==> config.mk <==
export PLATFORM = sky130hd
export DESIGN_NAME = sseg_serial_driver
export DESIGN_NICKNAME = d
export VERILOG_FILES = /design/src/rtl/sseg_pkg.sv /design/src/rtl/seg7_hex_encode.sv /design/src/rtl/sseg_serial_driver.sv
export SDC_FILE = /design/constraint.sdc
export NUM_CORES = 1
export LEC_CHECK = 0
export BUFFER_PORTS_ARGS = -buffer_cell sky130_fd_sc_hd__buf_4
export CORE_UTILIZATION = 55
export CTS_CLUSTER_SIZE = 10
export DETAILED_ROUTE_END_ITERATION = 7
export PLACE_DENSITY = 0.76
export SLEW_MARGIN = 20
export SYNTH_ARGS = -nofsm -noshare
export SYNTH_HDL_FRONTEND = slang
export SYNTH_HIERARCHICAL = 1
export SYNTH_SLANG_ARGS = --single-unit
==> constraint.sdc <==
create_clock -name clk -period 3.45 [get_ports clk]
set_input_delay 0.345 -clock clk [delete_from_list [all_inputs] [get_ports clk]]
set_output_delay 0.345 -clock clk [all_outputs]
set_load 0.02 [all_outputs]
==> src/rtl/sseg_pkg.sv <==
// Shared types and constants for the serial seven-segment driver.
// Segment bytes are {dp,g,f,e,d,c,b,a}, active-low.
package sseg_pkg;

    typedef enum logic [2:0] {
        ST_CLEAR = 3'd0,
        ST_IDLE  = 3'd1,
        ST_LOAD  = 3'd2,
        ST_SHIFT = 3'd3,
        ST_LATCH = 3'd4
    } sseg_state_t;

    localparam logic [7:0] SEG_BLANK = 8'hFF;

    // Index n holds the glyph for hex digit n; dp (bit 7) is off in every entry.
    localparam logic [15:0][7:0] HEX_GLYPHS = {
        8'h8E, 8'h86, 8'hA1, 8'hC6, 8'h83, 8'h88, 8'h90, 8'h80,
        8'hF8, 8'h82, 8'h92, 8'h99, 8'hB0, 8'hA4, 8'hF9, 8'hC0
    };

endpackage

==> src/rtl/seg7_hex_encode.sv <==
// Combinational hex nibble to active-low segment byte, with decimal point.
module seg7_hex_encode
    import sseg_pkg::*;
(
    input  logic [3:0] nibble,
    input  logic       point,
    output logic [7:0] seg
);

    assign seg = {~point, HEX_GLYPHS[nibble][6:0]};

endmodule

==> src/rtl/sseg_serial_driver.sv <==
// Serial driver for a chain of shift-register seven-segment digits: builds the
// frame, shifts it MSB-first on a divided serial clock, and latches it.
module sseg_serial_driver
    import sseg_pkg::*;
#(
    parameter int DIGITS     = 8,
    parameter int CLK_DIV    = 4,
    parameter int BLINK_BITS = 24,
    parameter bit AUTO       = 1'b1
) (
    input  logic                  clk,
    input  logic                  rst,
    input  logic                  start,
    input  logic                  mode,
    input  logic                  flash,
    input  logic [8*DIGITS-1:0]   data,
    input  logic [DIGITS-1:0]     point,
    input  logic [DIGITS-1:0]     les,
    output logic                  seg_clk,
    output logic                  seg_sout,
    output logic                  seg_pen,
    output logic                  seg_clrn,
    output logic                  busy,
    output logic                  done,
    output sseg_state_t           fsm_state
);

    localparam int NBITS = 8 * DIGITS;
    localparam int BW    = $clog2(NBITS);
    localparam int CW    = $clog2(2 * CLK_DIV + 1);

    localparam logic [CW-1:0] HALF     = CW'(CLK_DIV);
    localparam logic [CW-1:0] BIT_LAST = CW'(2 * CLK_DIV - 1);
    localparam logic [CW-1:0] CLR_LAST = CW'(2 * CLK_DIV);
    localparam logic [BW-1:0] BIT_MAX  = BW'(NBITS - 1);

    sseg_state_t           state, state_next;
    logic [CW-1:0]         div_cnt;
    logic [BW-1:0]         bit_cnt;
    logic [NBITS-1:0]      shreg;
    logic [NBITS-1:0]      last_sent;
    logic [NBITS-1:0]      pattern;
    logic                  pending;
    logic [BLINK_BITS-1:0] blink_cnt;
    logic                  blink_phase;

    assign blink_phase = blink_cnt[BLINK_BITS-1];

    // Per-digit pattern: hex or raw source, then blink override.
    for (genvar i = 0; i < DIGITS; i++) begin : g_digit
        logic [7:0] hex_seg;
        logic [7:0] src_seg;

        seg7_hex_encode u_enc (
            .nibble (data[4*i +: 4]),
            .point  (point[i]),
            .seg    (hex_seg)
        );

        assign src_seg = mode ? data[8*i +: 8] : hex_seg;
        assign pattern[8*i +: 8] = (flash && les[i] && blink_phase) ? SEG_BLANK : src_seg;
    end

    always_ff @(posedge clk) begin
        if (rst) begin
            state <= ST_CLEAR;
        end else begin
            state <= state_next;
        end
    end

    always_comb begin
        state_next = state;
        case (state)
            ST_CLEAR: if (div_cnt == CLR_LAST) state_next = ST_IDLE;
            ST_IDLE:  if (start || pending || (AUTO && (pattern != last_sent)))
                          state_next = ST_LOAD;
            ST_LOAD:  state_next = ST_SHIFT;
            ST_SHIFT: if ((div_cnt == BIT_LAST) && (bit_cnt == BIT_MAX))
                          state_next = ST_LATCH;
            ST_LATCH: state_next = ST_IDLE;
            default:  state_next = ST_CLEAR;
        endcase
    end

    always_comb begin
        seg_clk  = 1'b0;
        seg_sout = 1'b1;
        seg_pen  = 1'b0;
        seg_clrn = 1'b1;
        done     = 1'b0;
        busy     = (state != ST_IDLE);
        case (state)
            ST_CLEAR: seg_clrn = 1'b0;
            ST_IDLE:  seg_pen  = 1'b1;
            ST_SHIFT: begin
                seg_clk  = (div_cnt >= HALF);
                seg_sout = shreg[NBITS-1];
            end
            ST_LATCH: begin
                seg_pen = 1'b1;
                done    = 1'b1;
            end
            default: ;
        endcase
    end

    assign fsm_state = state;

    // div_cnt times the clear pulse in CLEAR and one full serial bit in SHIFT.
    always_ff @(posedge clk) begin
        if (rst) begin
            div_cnt   <= '0;
            bit_cnt   <= '0;
            shreg     <= '1;
            last_sent <= '1;
            pending   <= 1'b0;
            blink_cnt <= '0;
        end else begin
            blink_cnt <= blink_cnt + 1'b1;

            // A start arriving in LOAD wins over the clear so it is not lost.
            if ((state == ST_CLEAR) && (div_cnt == CLR_LAST)) begin
                pending <= 1'b1;
            end else if (start && (state != ST_IDLE)) begin
                pending <= 1'b1;
            end else if (state == ST_LOAD) begin
                pending <= 1'b0;
            end

            case (state)
                ST_CLEAR: begin
                    div_cnt <= (div_cnt == CLR_LAST) ? '0 : div_cnt + 1'b1;
                end
                ST_LOAD: begin
                    shreg     <= pattern;
                    last_sent <= pattern;
                    div_cnt   <= '0;
                    bit_cnt   <= '0;
                end
                ST_SHIFT: begin
                    if (div_cnt == BIT_LAST) begin
                        div_cnt <= '0;
                        bit_cnt <= bit_cnt + 1'b1;
                        shreg   <= {shreg[NBITS-2:0], 1'b1};
                    end else begin
                        div_cnt <= div_cnt + 1'b1;
                    end
                end
                default: ;
            endcase
        end
    end

endmodule

# Word-level counts from Yosys, hierarchy flattened
# Memory sizes are Yosys's and may differ from the RTL's.
# Cells that the tools add are included.
# Widths: inputs -> output; s select.
dict set report classes {
  addsub 3
  magnitude_cmp 9
  n_eq_ne 13
  muxes 43
  n_bitwise 8
  n_reduce_logical 28
}
# cell count
set op_table {}
lappend op_table {{$mux 8} 16}
lappend op_table {{$pmux 64 s2} 1}
lappend op_table {{$mux 64} 1}
lappend op_table {{$ne 64x64->1} 1}
lappend op_table {{$mux 7} 8}
lappend op_table {{$lt 4x5->1 const B} 8}
lappend op_table {{$add 24x1->24 const B} 1}
lappend op_table {{$logic_and 1x1->1} 19}
lappend op_table {{$pmux 3 s5} 1}
lappend op_table {{$pmux 4 s3} 1}
lappend op_table {{$pmux 6 s2} 1}
lappend op_table {{$mux 3} 3}
lappend op_table {{$mux 1} 8}
lappend op_table {{$mux 4} 2}
lappend op_table {{$ne 2x2->1 const B} 4}
lappend op_table {{$not 1->1} 8}
lappend op_table {{$add 6x1->6 const B} 1}
lappend op_table {{$eq 3x2->1 const B} 2}
lappend op_table {{$eq 6x6->1 const B} 1}
lappend op_table {{$mux 6} 1}
lappend op_table {{$reduce_bool 3->1} 2}
lappend op_table {{$add 4x1->4 const B} 1}
lappend op_table {{$eq 4x3->1 const B} 1}
lappend op_table {{$eq 4x4->1 const B} 1}
lappend op_table {{10 further kinds} 11}
dict set report word_totals {
  ff_bits 166
  mem_bits_ro 1024
  input_bits 85
  out_inout_bits 9
  wordCells 119
  n_memories 8
}
# name words word_bits rd rd_ports_with_merged_regs wr line_no
set mem_list {}
lappend mem_list {{(no name shown)} 16 8 1 0 0 seg7_hex_encode.sv:10} ;# assign seg = {~point, HEX_GLYPHS[nibble][6:0]};
lappend mem_list {{(no name shown)} 16 8 1 0 0 seg7_hex_encode.sv:10}
lappend mem_list {{(no name shown)} 16 8 1 0 0 seg7_hex_encode.sv:10}
lappend mem_list {{(no name shown)} 16 8 1 0 0 seg7_hex_encode.sv:10}
lappend mem_list {{(no name shown)} 16 8 1 0 0 seg7_hex_encode.sv:10}
lappend mem_list {{(no name shown)} 16 8 1 0 0 seg7_hex_encode.sv:10}
lappend mem_list {{+2 memories} -- -- -- -- -- --}

# Depth between registers and ports, before layout
dict set report depth {
  depth_word 8
  ltp_mapped 12
  ltp_nobuf 12
}

# Hierarchy
# The synthesis kept the hierarchy.
# mod n_inst cells_each area_per_inst_um2 seq_area_each_um2
set by_module_without_submodules {}
lappend by_module_without_submodules {sseg_serial_driver 1 1002 8622.0 3323.2}
lappend by_module_without_submodules {seg7_hex_encode 8 33 279.0 0.0}

# Least setup slack after synthesis
# Ideal clock, no wire load.
dict set report synth_path {
  kind {input to register}
  start {in data[25]}
  end {reg state[1], in the netlist fsm_state[1]}
  arrival_time_ns 2.496
  t_required_ns 3.317
  path_slack_ns 0.821
  cell_stages 11
  path_buffers 0
  path_cell_list {inv_1 ha_1 inv_1 mux4_1 nor2b_1 a211oi_1 o22ai_1 nor4_1 nand4_1 nor3_2 a31oi_1}
}
dict set report synth_via {
  elab_chain_len 8
  word_cells_on_any_way 10
}
# item line_no
set synth_rtl {}
lappend synth_rtl {{from (decl)} sseg_serial_driver.sv:16} ;# input logic [8*DIGITS-1:0] data,
lappend synth_rtl {{$mem_v2 16x8} --}
lappend synth_rtl {{$mux 7 (not written as such)} seg7_hex_encode.sv:10}
lappend synth_rtl {{via g_digit[6].hex_seg[3]} sseg_serial_driver.sv:51} ;# logic [7:0] hex_seg;
lappend synth_rtl {{$mux 8} sseg_serial_driver.sv:60} ;# assign src_seg = mode ? data[8*i +: 8] : hex_seg;
lappend synth_rtl {{$mux 8} sseg_serial_driver.sv:61} ;# assign pattern[8*i +: 8] = (flash && les[i] && blink_phase) ? SEG_BLANK : src_seg;
lappend synth_rtl {{$ne 64x64->1} sseg_serial_driver.sv:76} ;# ST_IDLE: if (start || pending || (AUTO && (pattern != last_sent)))
lappend synth_rtl {{$logic_or 1x1->1} sseg_serial_driver.sv:76}
lappend synth_rtl {{$ne 2x2->1 (no source line)} --}
lappend synth_rtl {{$reduce_and 3->1 (no source line)} --}
lappend synth_rtl {{to (signal assigned)} sseg_serial_driver.sv:68} ;# state <= state_next;
lappend synth_rtl {{to (decl)} sseg_serial_driver.sv:37} ;# sseg_state_t state, state_next;
# The timed path passes the listed nets, and every way through them passes these cells. The select of a mux whose other input is x is not followed.
# A chain may end at the register's enable or synchronous reset.

# Worst setup path in the final report
dict set report layout_path {
  start {in data[1]}
  end {reg state[0], in the netlist fsm_state[0]}
}
dict set report layout_via {
  elab_chain_len 8
}
# item line_no
set layout_rtl {}
lappend layout_rtl {{$mem_v2 16x8} --}
lappend layout_rtl {{$mux 7 (not written as such)} seg7_hex_encode.sv:10}
lappend layout_rtl {{via g_digit[0].hex_seg[0]} sseg_serial_driver.sv:51}
lappend layout_rtl {{$mux 8} sseg_serial_driver.sv:60}
lappend layout_rtl {{$mux 8} sseg_serial_driver.sv:61}
lappend layout_rtl {{$ne 64x64->1} sseg_serial_driver.sv:76}
lappend layout_rtl {{$logic_or 1x1->1} sseg_serial_driver.sv:76}
lappend layout_rtl {{$ne 2x2->1 (no source line)} --}
lappend layout_rtl {{$reduce_and 3->1 (no source line)} --}
# The timed path passes the listed nets, and every way through them passes these cells. The select of a mux whose other input is x is not followed.

==> results.toml <==
[sta]
fin_crit_sh = 0.814
timing.fmax_ghz = 0.356
rsz0062_at_grt = "no"
hold_viol = 0
maxSlewHeadroom = 0.439
finalClockSkew_ns = 0.0105
fin_crit_ns = 2.81
setup_viol = 0
tightest_slew_ns = 0.842
setup_ws_ns = 0.643
hold_slack_ns = 0.201
finalSetupTns_ns = 0
drv_slew = 0

[clock_network]
ctsHoldBuffers = 0
cts_root_buf = "clkbuf_16"
numCtsBuffers = 17
cts_tree = "done"
post-cts-setup-buffers = 0
clk_pin_slew_worst_paths_ns = 0.06
clock-sinks = 166
htreeDepth = 4
ctsResizeCount = 0
clk_latency_ns = 0.43
cts_buffer_depth = 2

[layout]
final_common_cell = "a21oi_1"
diodes = 0
nNetsFinal = 1453
syn_to_final_growth_pct = 12.9
layout_common_cells = "182 x a21oi_1, 166 x dfxtp_1, 145 x nor2_1, 115 x buf_4, 106 x a211o_1"
drive_gt1_frac = 0.152

[global_routing]
grt_pass1_vias = 8814
grt_max_degree = 76
antenna_found_initial = 0
grt_pass1_wl_microns = 44700
gr-total-overflow = 0
grt_util_all_layers = 0.281

[worst_setup_path]
critPathCapture = "fsm_state[0]"
worstPathRequired_ns = 3.82
crit_path_start = "data[1]"
rr_worst_depth = 8
cp.arrival_ns = 3.18
path_max_fanout = 6
crit_type = "input port to flip-flop"
crit_path_end_kind = "flip-flop"
start_kind = "input port"
r2r_slack_ns = 0.70
reg2reg_to = "fsm_state[0]"
rr_startpoint = "blink_cnt[23]"

[synthesis]
ys_seq_elements = 166
yosys.area.top_type = "dfxtp_1"
syn-num-nets = 1411
synth_top_area_frac = 0.306
synth_area_leaders = "dfxtp_1 31%, a211o_1 8.6%, a21oi_1 8.4%"
synth_top_flop_cell = "dfxtp_1"
async_flop_share = 0
synth_area_per_cell_sq_um = 8.57
seq_area_frac_synth = 0.306
synth.cell_area_sq_um = 10900
yosysWarnings = 6
syn_inst = 1266
synth_edf_count = 0
ys_types = 56

[route]
ant_nets = 0
drt_first_pass_iters = 7
via_per_inst = 5.95
dr_total_vias = 9428
dr.first_iter.drc_count = 631
remaining_drc_errors = 0
wire_per_inst_microns = 17.6
drt-total-wl_microns = 27900

[floorplanning]
dieArea_sq_um = 20300
initial_core_util = 0.560
die_x_microns = 142
die_h_microns = 142
io_pins = 94
coreArea_sq_um = 19400
rows = 51

[power_and_ir_drop]
clockPowerShare = 0.312
seqPwrFrac = 0.401
power_uw = 6620
power.net_switching_uw = 2110
p_comb_frac = 0.287
leakagePower_uw = 0.00497
ir_worst_vdd_mv = 0.420
swShare = 0.319
p_int_uw = 4510
powerDensity_nw_per_um2 = 540

[hold_path]
hold_class = "input port to flip-flop"

[placed_design]
dpl_worst_slack_ns = 0.272
port_buffers = 93
place_congestion = 0.879
hpwl_microns = 19900

[job]
drv_cap = 0

[status]
status = "finished clean"
registers in the layout (all words and copies together) (netlist names):
name       flops
pending        1
div_cnt        4
last_sent     64
shreg         64
bit_cnt        6
fsm_state      3
blink_cnt     24
cell type report:
class                      instances  area (sq um)
fill                            1712          7140
inverter                          41           154
clock inverter                    12           203
tap                              265           332
clock buffer                      19           433
timing repair buffer             119           943
sequential                       166          3320
multi-input combinational        963          6870
critical path, stage by stage:
cell,delay [ns]
buf_4,0.14
inv_1,0.13
ha_1,0.20
and2b_2,0.23
or3b_1,0.36
o21ai_0,0.07
mux2i_1,0.12
and3_1,0.19
nor4_1,0.49
nand4_1,0.26
nor4_2,0.34
o21ai_1,0.09
o21ba_1,0.21
Yosys cell counts, types with 3 or more instances:
library cell / count
nor3b_1: 3
or3_1: 4
nand3_1: 15
nand3_2: 3
inv_1: 41
and2_1: 17
ha_1: 60
or3b_1: 8
a211o_1: 106
mux2_2: 9
nor3_1: 7
or2_2: 4
nor4_1: 14
o2bb2ai_1: 5
and2b_2: 8
a211oi_1: 10
a22o_1: 17
nand4_1: 13
nor2_1: 148
a32o_1: 8
mux2i_1: 68
xor2_1: 43
and3_1: 26
a21oi_1: 182
mux4_1: 8
xnor2_1: 22
clkbuf_1: 52
buf_6: 19
nor2b_1: 27
dfxtp_1: 166
buf_2: 13
o21ai_0: 42
nand2_1: 42
nand2b_1: 3
a211oi_2: 17
buf_1: 11
metal layers:
metal,wire length [microns],GRT usage
met5,0,0
met1,12100,0.353
met4,1090,0.131
met2,13300,0.470
met3,1370,0.0434
cell families (layout without fill, tap and decap cells):
logic type,Yosys count,after routing,share of synthesized area
adder cells (fa/ha/maj),60,60,0.0692
AND/OR/NAND/NOR,352,352,0.164
AO/OA/AOI/OAI,400,400,0.252
multiplexers,86,86,0.0927
buffers and inverters,137,191,0.0635
XOR/XNOR,65,65,0.0524
flip-flops,166,166,0.306
metrics by stage:
stage | instance area (sq um) | util | cells
after floorplan | 10900 | - | 1266
after global placement | 11600 | 0.599 | 1554
final | 12300 | 0.632 | 1585
after global routing | 12300 | 0.632 | 1585
after CTS | 12300 | 0.632 | 1585
after detailed placement | 11600 | 0.599 | 1554
power by group through the flow:
stage	sequential (uW)	combinational, uW	clock (uW)
2_1_floorplan	2610	1410	0
3_3_place_gp	2660	1840	0
3_5_place_dp	2680	1880	0
4_1_cts	2640	1890	2090
5_1_grt	2700	2100	2170
6_report	2650	1900	2070
worst min path at each step:
stage | startpoint | endpoint | slack (ns) | cells after the start
3_3_place_gp | blink_cnt[0] | blink_cnt[0] | 0.44 | 1
4_1_cts | start | pending | 0.20 | 3
6_report | start | pending | 0.20 | 3
2_1_floorplan | blink_cnt[0] | blink_cnt[0] | 0.43 | 1
3_5_place_dp | shreg[63] | shreg[63] | 0.45 | 1
5_1_grt | start | pending | 0.22 | 3
No activity file was read; power rests on OpenSTA's default activity.
